### config.mk
export PLATFORM = sky130hd
export DESIGN_NAME = alu_arbiter
export DESIGN_NICKNAME = d
export VERILOG_FILES = /design/src/rtl/alu_pkg.sv /design/src/rtl/alu_arbiter_rr_pick.sv /design/src/rtl/alu_arbiter.sv
export SDC_FILE = /design/constraint.sdc
export NUM_CORES = 1
export LEC_CHECK = 0
export BUFFER_PORTS_ARGS = -buffer_cell sky130_fd_sc_hd__buf_2
export CAP_MARGIN = 25
export CORE_AREA = 2 2 109 111
export DETAILED_ROUTE_END_ITERATION = 10
export DIE_AREA = 0 0 111 113
export PLACE_DENSITY = 0.7
export SLEW_MARGIN = 20
export SYNTH_ARGS = -nofsm -noshare
export SYNTH_HDL_FRONTEND = slang
export SYNTH_SLANG_ARGS = --single-unit
### constraint.sdc
create_clock -name clk -period 4.2 [get_ports clk]
set_input_delay 0.63 -clock clk [delete_from_list [all_inputs] [get_ports clk]]
set_output_delay 0.63 -clock clk [all_outputs]
set_load 0.05 [all_outputs]
### src/rtl/alu_pkg.sv
// alu_pkg: shared definitions for the ALU arbiter slice.
// It holds the op encodings, the sequencer state type and the data width.
package alu_pkg;

  localparam int DATA_W = 32;

  localparam logic [2:0] ALU_ADD = 3'b000;
  localparam logic [2:0] ALU_SUB = 3'b001;
  localparam logic [2:0] ALU_XOR = 3'b010;

  typedef enum logic [1:0] {
    IDLE = 2'd0,
    EXEC = 2'd1,
    CAPT = 2'd2,
    RESP = 2'd3
  } state_t;

  // The three opcodes above are legal; every other encoding is illegal.
  function automatic logic op_is_illegal(input logic [2:0] op);
    return (op > ALU_XOR);
  endfunction

endpackage

### src/rtl/alu_arbiter_rr_pick.sv
// rr_pick: combinational round-robin picker.
// The search starts at i_ptr, moves upward and wraps. o_grant is one-hot and
// o_found is set when any request bit is high.
module rr_pick #(
  parameter int NREQ = 2,
  parameter int PW   = (NREQ > 1) ? $clog2(NREQ) : 1
) (
  input  logic [NREQ-1:0] i_req,
  input  logic [PW-1:0]   i_ptr,
  output logic [NREQ-1:0] o_grant,
  output logic            o_found
);

  logic [PW:0] w_idx;

  // Walk NREQ positions from the pointer and grant the first requester found.
  always_comb begin
    o_grant = '0;
    o_found = 1'b0;
    w_idx   = '0;
    for (int k = 0; k < NREQ; k++) begin
      w_idx = {1'b0, i_ptr} + (PW+1)'(k);
      if (w_idx >= (PW+1)'(NREQ)) w_idx = w_idx - (PW+1)'(NREQ);
      if (!o_found && i_req[w_idx[PW-1:0]]) begin
        o_grant[w_idx[PW-1:0]] = 1'b1;
        o_found                = 1'b1;
      end
    end
  end

endmodule

### src/rtl/alu_arbiter.sv
// alu_arbiter: round-robin sharing of one registered ALU between NREQ
// requesters, with a valid/ready request side and a valid/ready response side.
// Optional feature macro: ALU_ARB_OPCHK_EN. When it is defined, illegal
// opcodes are answered with rsp_err and are never issued to the ALU.
//
// Handshake semantics: a transfer happens on a rising edge where valid and
// ready are both high. req_ready is one-hot and is only raised in IDLE.
// rsp_valid is one-hot to the owner, and the rsp_* outputs stay stable until
// rsp_ready of the owner is seen. rsp_ready bits of non-owners are ignored.
module alu_arbiter
  import alu_pkg::*;
#(
  parameter int NREQ = 2,
  parameter int PW   = (NREQ > 1) ? $clog2(NREQ) : 1
) (
  input  logic                   clk,
  input  logic                   reset,
  input  logic [NREQ-1:0]        req_valid,
  output logic [NREQ-1:0]        req_ready,
  input  logic [3*NREQ-1:0]      req_op,
  input  logic [32*NREQ-1:0]     req_a,
  input  logic [32*NREQ-1:0]     req_b,
  output logic [NREQ-1:0]        rsp_valid,
  input  logic [NREQ-1:0]        rsp_ready,
  output logic [DATA_W-1:0]      rsp_data,
  output logic                   rsp_zero,
  output logic                   rsp_overflow,
  output logic                   rsp_err,
  output logic [DATA_W-1:0]      alu_a,
  output logic [DATA_W-1:0]      alu_b,
  output logic [2:0]             alu_ctrl,
  input  logic [DATA_W-1:0]      alu_r,
  input  logic                   alu_zero,
  input  logic                   alu_overflow,
  output logic [1:0]             dbg_state
);

  state_t              r_state;
  state_t              w_next;
  logic [PW-1:0]       r_ptr;
  logic [PW-1:0]       r_owner;
  logic [2:0]          r_op;
  logic [DATA_W-1:0]   r_a;
  logic [DATA_W-1:0]   r_b;
  logic [DATA_W-1:0]   r_rsp_data;
  logic                r_rsp_zero;
  logic                r_rsp_ovf;

  logic [NREQ-1:0]     w_grant;
  logic                w_found;
  logic [PW-1:0]       w_idx;
  logic [2:0]          w_sel_op;
  logic [DATA_W-1:0]   w_sel_a;
  logic [DATA_W-1:0]   w_sel_b;
  logic                w_accept;
  logic                w_rsp_ack;

  rr_pick #(.NREQ(NREQ), .PW(PW)) u_pick (
    .i_req   (req_valid),
    .i_ptr   (r_ptr),
    .o_grant (w_grant),
    .o_found (w_found)
  );

  // Turn the one-hot grant into an index and mux out the winner's operation.
  always_comb begin
    w_idx    = '0;
    w_sel_op = '0;
    w_sel_a  = '0;
    w_sel_b  = '0;
    for (int i = 0; i < NREQ; i++) begin
      if (w_grant[i]) begin
        w_idx    = PW'(i);
        w_sel_op = req_op[3*i +: 3];
        w_sel_a  = req_a[32*i +: 32];
        w_sel_b  = req_b[32*i +: 32];
      end
    end
  end

  assign w_accept  = (r_state == IDLE) && w_found;
  assign w_rsp_ack = (r_state == RESP) && rsp_ready[r_owner];

  // Next-state logic of the issue/capture/respond sequencer.
  always_comb begin
    w_next = r_state;
    case (r_state)
      IDLE: begin
        if (w_found) begin
`ifdef ALU_ARB_OPCHK_EN
          w_next = op_is_illegal(w_sel_op) ? RESP : EXEC;
`else
          w_next = EXEC;
`endif
        end
      end
      EXEC:    w_next = CAPT;
      CAPT:    w_next = RESP;
      RESP:    if (w_rsp_ack) w_next = IDLE;
      default: w_next = IDLE;
    endcase
  end

`ifdef ALU_ARB_OPCHK_EN
  logic r_rsp_err;
`endif

  // State, pointer, hold registers and captured response.
  always_ff @(posedge clk) begin
    if (reset) begin
      r_state    <= IDLE;
      r_ptr      <= '0;
      r_owner    <= '0;
      r_op       <= ALU_ADD;
      r_a        <= '0;
      r_b        <= '0;
      r_rsp_data <= '0;
      r_rsp_zero <= 1'b0;
      r_rsp_ovf  <= 1'b0;
`ifdef ALU_ARB_OPCHK_EN
      r_rsp_err  <= 1'b0;
`endif
    end else begin
      r_state <= w_next;
      if (w_accept) begin
        r_owner <= w_idx;
        r_ptr   <= (w_idx == PW'(NREQ-1)) ? '0 : w_idx + PW'(1);
`ifdef ALU_ARB_OPCHK_EN
        if (op_is_illegal(w_sel_op)) begin
          // The ALU never sees this op; the hold regs keep the last issued one.
          r_rsp_data <= '0;
          r_rsp_zero <= 1'b1;
          r_rsp_ovf  <= 1'b0;
          r_rsp_err  <= 1'b1;
        end else begin
          r_op <= w_sel_op;
          r_a  <= w_sel_a;
          r_b  <= w_sel_b;
        end
`else
        r_op <= w_sel_op;
        r_a  <= w_sel_a;
        r_b  <= w_sel_b;
`endif
      end
      if (r_state == CAPT) begin
        r_rsp_data <= alu_r;
        r_rsp_zero <= alu_zero;
        r_rsp_ovf  <= alu_overflow;
`ifdef ALU_ARB_OPCHK_EN
        r_rsp_err  <= 1'b0;
`endif
      end
    end
  end

`ifdef ALU_ARB_OPCHK_EN
  assign rsp_err = r_rsp_err;
`else
  assign rsp_err = 1'b0;
`endif

  assign req_ready    = w_accept ? w_grant : '0;
  assign rsp_valid    = (r_state == RESP) ? (NREQ'(1) << r_owner) : '0;
  assign rsp_data     = r_rsp_data;
  assign rsp_zero     = r_rsp_zero;
  assign rsp_overflow = r_rsp_ovf;
  assign alu_a        = r_a;
  assign alu_b        = r_b;
  assign alu_ctrl     = r_op;
  assign dbg_state    = r_state;

endmodule

[Yosys cells after proc, flatten, opt, wreduce, memory -nomap -nowiden]
Cells that the tools add are included.
Widths: inputs -> output; s select.
Word-level totals
  register bits after elaboration: 105
  latch bits: 0
  RAM bits: 0
  bits in read-only memories: 0
  bits of input ports: 174
  output and inout port bits: 108
  memories: 0
Cells by class
  add/subtract/negate cells: 4
  $mul: 0
  divide/modulo/power cells: 0
  $lt $le $gt $ge: 7
  equal/unequal tests: 5
  shift operators: 1
  muxes and demuxes: 29
  bitwise operators: 1
  reductions and logical operators: 8
Operators by type and width (count)
  $mux 32: 4
  $mux 1: 14
  $mux 2: 6
  $pmux 2 s4: 1
  $lt 1x2->1 const B: 3
  $mux 3: 2
  $logic_and 1x1->1: 5
  $eq 2x2->1 const B: 2
  $ne 2x2->1 const B: 2
  $add 1x1->2 const B: 1
  $demux 1 s1: 2
  $eq 2x1->1 const B: 1
  $ge 1x1->1 const B: 2
  $ge 1x2->1 const B: 1
  $ge 2x2->1 const B: 1
  $logic_not 2->1: 1
  $or 2x2->2: 1
  $reduce_and 2->1: 1
  $shl 1x1->2 const A: 1
  $sub 1x1->1 const B: 2
  $add 1x1->1 const B: 1
  $logic_not 1->1: 1

[Longest topological paths before layout]
  word-level depth: 12
  depth in mapped cells: 8
  depth with buffers taken out: 5

[By module]
Synthesis repeated with hierarchy kept, for this count alone.
Unflattened totals
  cells, all modules: 524
  area total of the unflattened synthesis: 4398.0 µm²
Modules (own cells, without submodules)
  alu_arbiter: times used 1, cells an instance 520, area an instance 4372.9 µm², seq. area each 2102.0 µm²
  rr_pick: times used 1, cells an instance 4, area an instance 25.0 µm², seq. area each 0.0 µm²

[Worst setup path after synthesis]
No wires, ideal clock.
  kind: register to output
  start: register r_state[1] (netlist: dbg_state[1])
  end: output rsp_valid[0]
  data arrival time: 1.685 ns
  required time: 3.570 ns
  setup slack: 1.885 ns
  cell stages (with the launch flop): 3
  path buffers: 0
  path through: dfxtp_1 ha_1 nor2b_1
On the way
  longest elaborated chain between the ends: 2
Ends and longest elaborated chain
  start, declared: line alu_arbiter.sv:38  | state_t r_state;
  start signal, assigned: line alu_arbiter.sv:124  | r_state <= w_next;
  $eq 2x2->1: line alu_arbiter.sv:164  | assign rsp_valid = (r_state == RESP) ? (NREQ'(1) << r_owner) : '0;
  $mux 2: line alu_arbiter.sv:164
  end, declared: line alu_arbiter.sv:23  | output logic [NREQ-1:0] rsp_valid,
No other way between the ends.

==> tab_implementation.tex <==
\begin{tabular}{lr}
\hline
Metric & Value \\
\hline
\multicolumn{2}{l}{\textbf{Global routing}} \\
\quad Number of global-route vias before repair & 4269 \\
\quad Global-route wire length before repair & about 20000 microns \\
\quad Total routing usage reported by global routing & 0.195 \\
\quad Final global-route overflow total & 0 \\
\quad Number of antenna violations at the first check in global routing & 1 \\
\quad Largest net degree at the start of global routing & 69 \\
\multicolumn{2}{l}{\textbf{Timing}} \\
\quad Final sum of negative setup slack & 0 ns \\
\quad Worst Hold Margin & 0.457 ns \\
\quad Measured slew at the worst slew-check pin & 0.718 ns \\
\quad Achievable Freq & 0.439 GHz \\
\quad Crit path time final & 2.28 ns \\
\quad Worst slew margin relative to its limit & 0.521 \\
\quad Setup-violating endpoint count in the final report & 0 \\
\quad Final hold violation count & 0 \\
\quad Setup repair after global routing missed its margin & no \\
\quad Crit share post-route & 0.543 \\
\quad Clock skew & 0.0106 ns \\
\quad Number of pins with negative max-slew slack in the final report & 0 \\
\multicolumn{2}{l}{\textbf{Layout}} \\
\quad Commonest non-fill, non-tap cell in the layout & buf\_2 \\
\quad Share of layout cells above drive strength 1 & 0.481 \\
\quad Commonest cells after routing, fill and taps aside & 280 x buf\_2, 105 x dfxtp\_1, 67 x a32oi\_1, 67 x o2bb2ai\_1, 36 x mux2i\_1 \\
\quad Final instance count without filler cells & 780 \\
\quad Post-layout nets & 808 \\
\quad Layout overhead on the synthesized area & 40.3\% \\
\quad Filler cell count & 1030 \\
\multicolumn{2}{l}{\textbf{Routing}} \\
\quad DRC & 0 \\
\quad Number of vias in the routed layout & 4204 \\
\quad Final ANT Viol Nets & 0 \\
\quad Drt total wl & 12700 microns \\
\quad Mean routed wirelength per cell & 16.3 microns \\
\quad 1st-pass router iterations & 4 \\
\quad Via count normalized by instance count & 5.39 \\
\quad Count of routing violations after the opening detailed-route iteration & 236 \\
\multicolumn{2}{l}{\textbf{Pwr}} \\
\quad Largest vdd supply drop & 0.393 mV \\
\quad Total power per unit cell area & roughly 720 nW/um\^{}2 \\
\quad Leakage component of the power & 0.00268 uW \\
\multicolumn{2}{l}{\textbf{Placed design}} \\
\quad Number of cells in the design after placement & 762 \\
\quad Weighted congestion reported at the end of routability-driven placement & 0.889 \\
\quad Input/output buffers & 280 \\
\quad DP Wirelength & 9240 microns \\
\multicolumn{2}{l}{\textbf{Floorplanning}} \\
\quad Die height & 113 microns \\
\quad Initial standard-cell utilization of the core & 0.373 \\
\quad I/O pin count & 282 \\
\quad Die ar. & 12500 sq um \\
\quad Horizontal die dimension & 111 microns \\
\quad Core region area & 11300 sq um \\
\quad Floorplan row count & 39 \\
\multicolumn{2}{l}{\textbf{Setup path}} \\
\quad Worst setup path category & in2reg \\
\quad Required time of the critical path & around 4.4 ns \\
\quad Critical path launch point type & primary input \\
\quad Arrival time of data at the critical path endpoint & 2.49 ns \\
\quad Critical path endpoint category & register \\
\quad Crit-path max FO & slightly above 40 \\
\multicolumn{2}{l}{\textbf{Hold path}} \\
\quad Hold/Removal Path Class & reg2reg \\
\multicolumn{2}{l}{\textbf{CTS}} \\
\quad Clock sink count & 105 \\
\quad Cell at the root of the clock tree & clkbuf\_16 \\
\quad Clock Pin Slew Worst Setup and Hold Paths & 0.07 ns \\
\quad Worst-Skew Late Latency & around 0.33 ns \\
\quad Setup Fix Bufs, Post-CTS & 0 \\
\quad Clock tree from TritonCTS & done \\
\quad CTS resizes & 0 \\
\quad Number of H-tree branching levels & 3 \\
\quad CTS max path bufs & 2 \\
\quad Number of clock buffers inserted by TritonCTS & 9 \\
\quad \# hold bufs at CTS & 0 \\
\multicolumn{2}{l}{\textbf{Synthesis}} \\
\quad Nets in the synthesized netlist & 558 \\
\quad Part of the Yosys area used for sequential elements & 0.499 \\
\quad Synth Cell Area & 4210 sq um \\
\quad YS warnings & 0 \\
\quad Number of instances in the synthesized netlist & 381 \\
\quad Count of unique library cells instantiated by Yosys & 25 \\
\quad Mean Syn Cell Area & roughly 11 sq um \\
\quad Synthesis-stage register bit count & 105 \\
\multicolumn{2}{l}{\textbf{Flow run}} \\
\quad Number of violations of the max-capacitance limit & 0 \\
\multicolumn{2}{l}{\textbf{Status}} \\
\quad Run status & finished, final reports clean \\
\hline
\end{tabular}
-- registers in the layout, summed over array words and instances (netlist names) --
name          flops
rsp_overflow      1
rsp_data         32
r_owner           1
alu_ctrl          3
r_ptr             1
dbg_state         2
alu_a            32
alu_b            32
rsp_zero          1
-- layer usage --
layer | GRT usage | part of all wire | up-vias
met3 | 0.0530 | 0.080 | 31
met5 | 0 | 0 | -
li1 | - | - | 2005
met4 | 0.0883 | 0.030 | 0
met2 | 0.338 | 0.49 | 206
met1 | 0.226 | 0.40 | 1962
-- final cells by class --
cell class / instances / area, sq um / share of cell area
sequential: 105 / 2100 / 0.356
antenna: 1 / 2.50 / 0.000424
clock inverter: 5 / 63.8 / 0.0108
timing repair buffer: 286 / 1460 / 0.247
inverter: 2 / 7.51 / 0.00127
multi-input combinational: 227 / 1850 / 0.313
tap: 143 / 179 / 0.0303
clock buffer: 11 / 243 / 0.0411
-- worst max-delay path, stage by stage --
cell and delay (ns):
buf_2 0.56, nand2b_2 0.71, buf_4 0.46, o2bb2ai_1 0.11
-- final timing paths --
kind	endpoint	start	slack [ns]	cells past startpoint
setup / recovery	alu_b[19]	reset	1.92	4
hold / removal	alu_b[29]	alu_b[29]	0.46	1
setup reg to reg	alu_b[0]	dbg_state[0]	1.96	6
hold reg to reg	alu_b[29]	alu_b[29]	0.46	1
-- stage by stage --
stage                     power, uW  setup slack (ns)   util  cell area, sq um
final                          4240              1.92  0.524              5910
after floorplan                2950              1.88      -              4210
after global routing           4440              1.77  0.524              5910
after CTS                      4260              1.92  0.522              5880
after global placement         3360              1.64  0.495              5580
after detailed placement       3400              1.57  0.495              5580
-- where the power goes --
group	switching (uW)	internal (uW)	total, uW	leakage, uW
Clock	372	484	855	0.000146
Combinational	1480	519	2000	0.00167
Sequential	138	1250	1390	0.000861
Total	1990	2250	4240	0.00268
-- cells by family after synthesis --
group	after synthesis	synth area share
compound gates	142	0.294
fa+ha+maj	3	0.00892
buf+inv	49	0.0657
flops	105	0.499
mux	36	0.0856
other cells	1	0.000891
simple gates	45	0.0458
-- cells in the mapped netlist --
cell type  count  area share
mux2i_1       36       0.086
a22o_1         1      0.0021
a211oi_1       2      0.0036
a31oi_1        1      0.0015
a21oi_1        1      0.0012
buf_4          3      0.0054
buf_6          7       0.019
inv_1          2      0.0018
and2_1         2      0.0030
nand2b_1       4      0.0059
dfxtp_1      105        0.50
clkbuf_1      14       0.012
ha_1           3      0.0089
and3_1         1      0.0015
buf_2         23       0.027
nor2_2         1      0.0015
a21boi_2       1      0.0027
nor3_1         1      0.0012
nor2_1        35       0.031
a32oi_1       67        0.14
conb_1         1     0.00089
a311oi_1       1      0.0021
nor2b_1        1      0.0015
o21a_1         1      0.0018
o2bb2ai_1     67        0.14
Note: power is estimated with default switching activity, not from simulation.
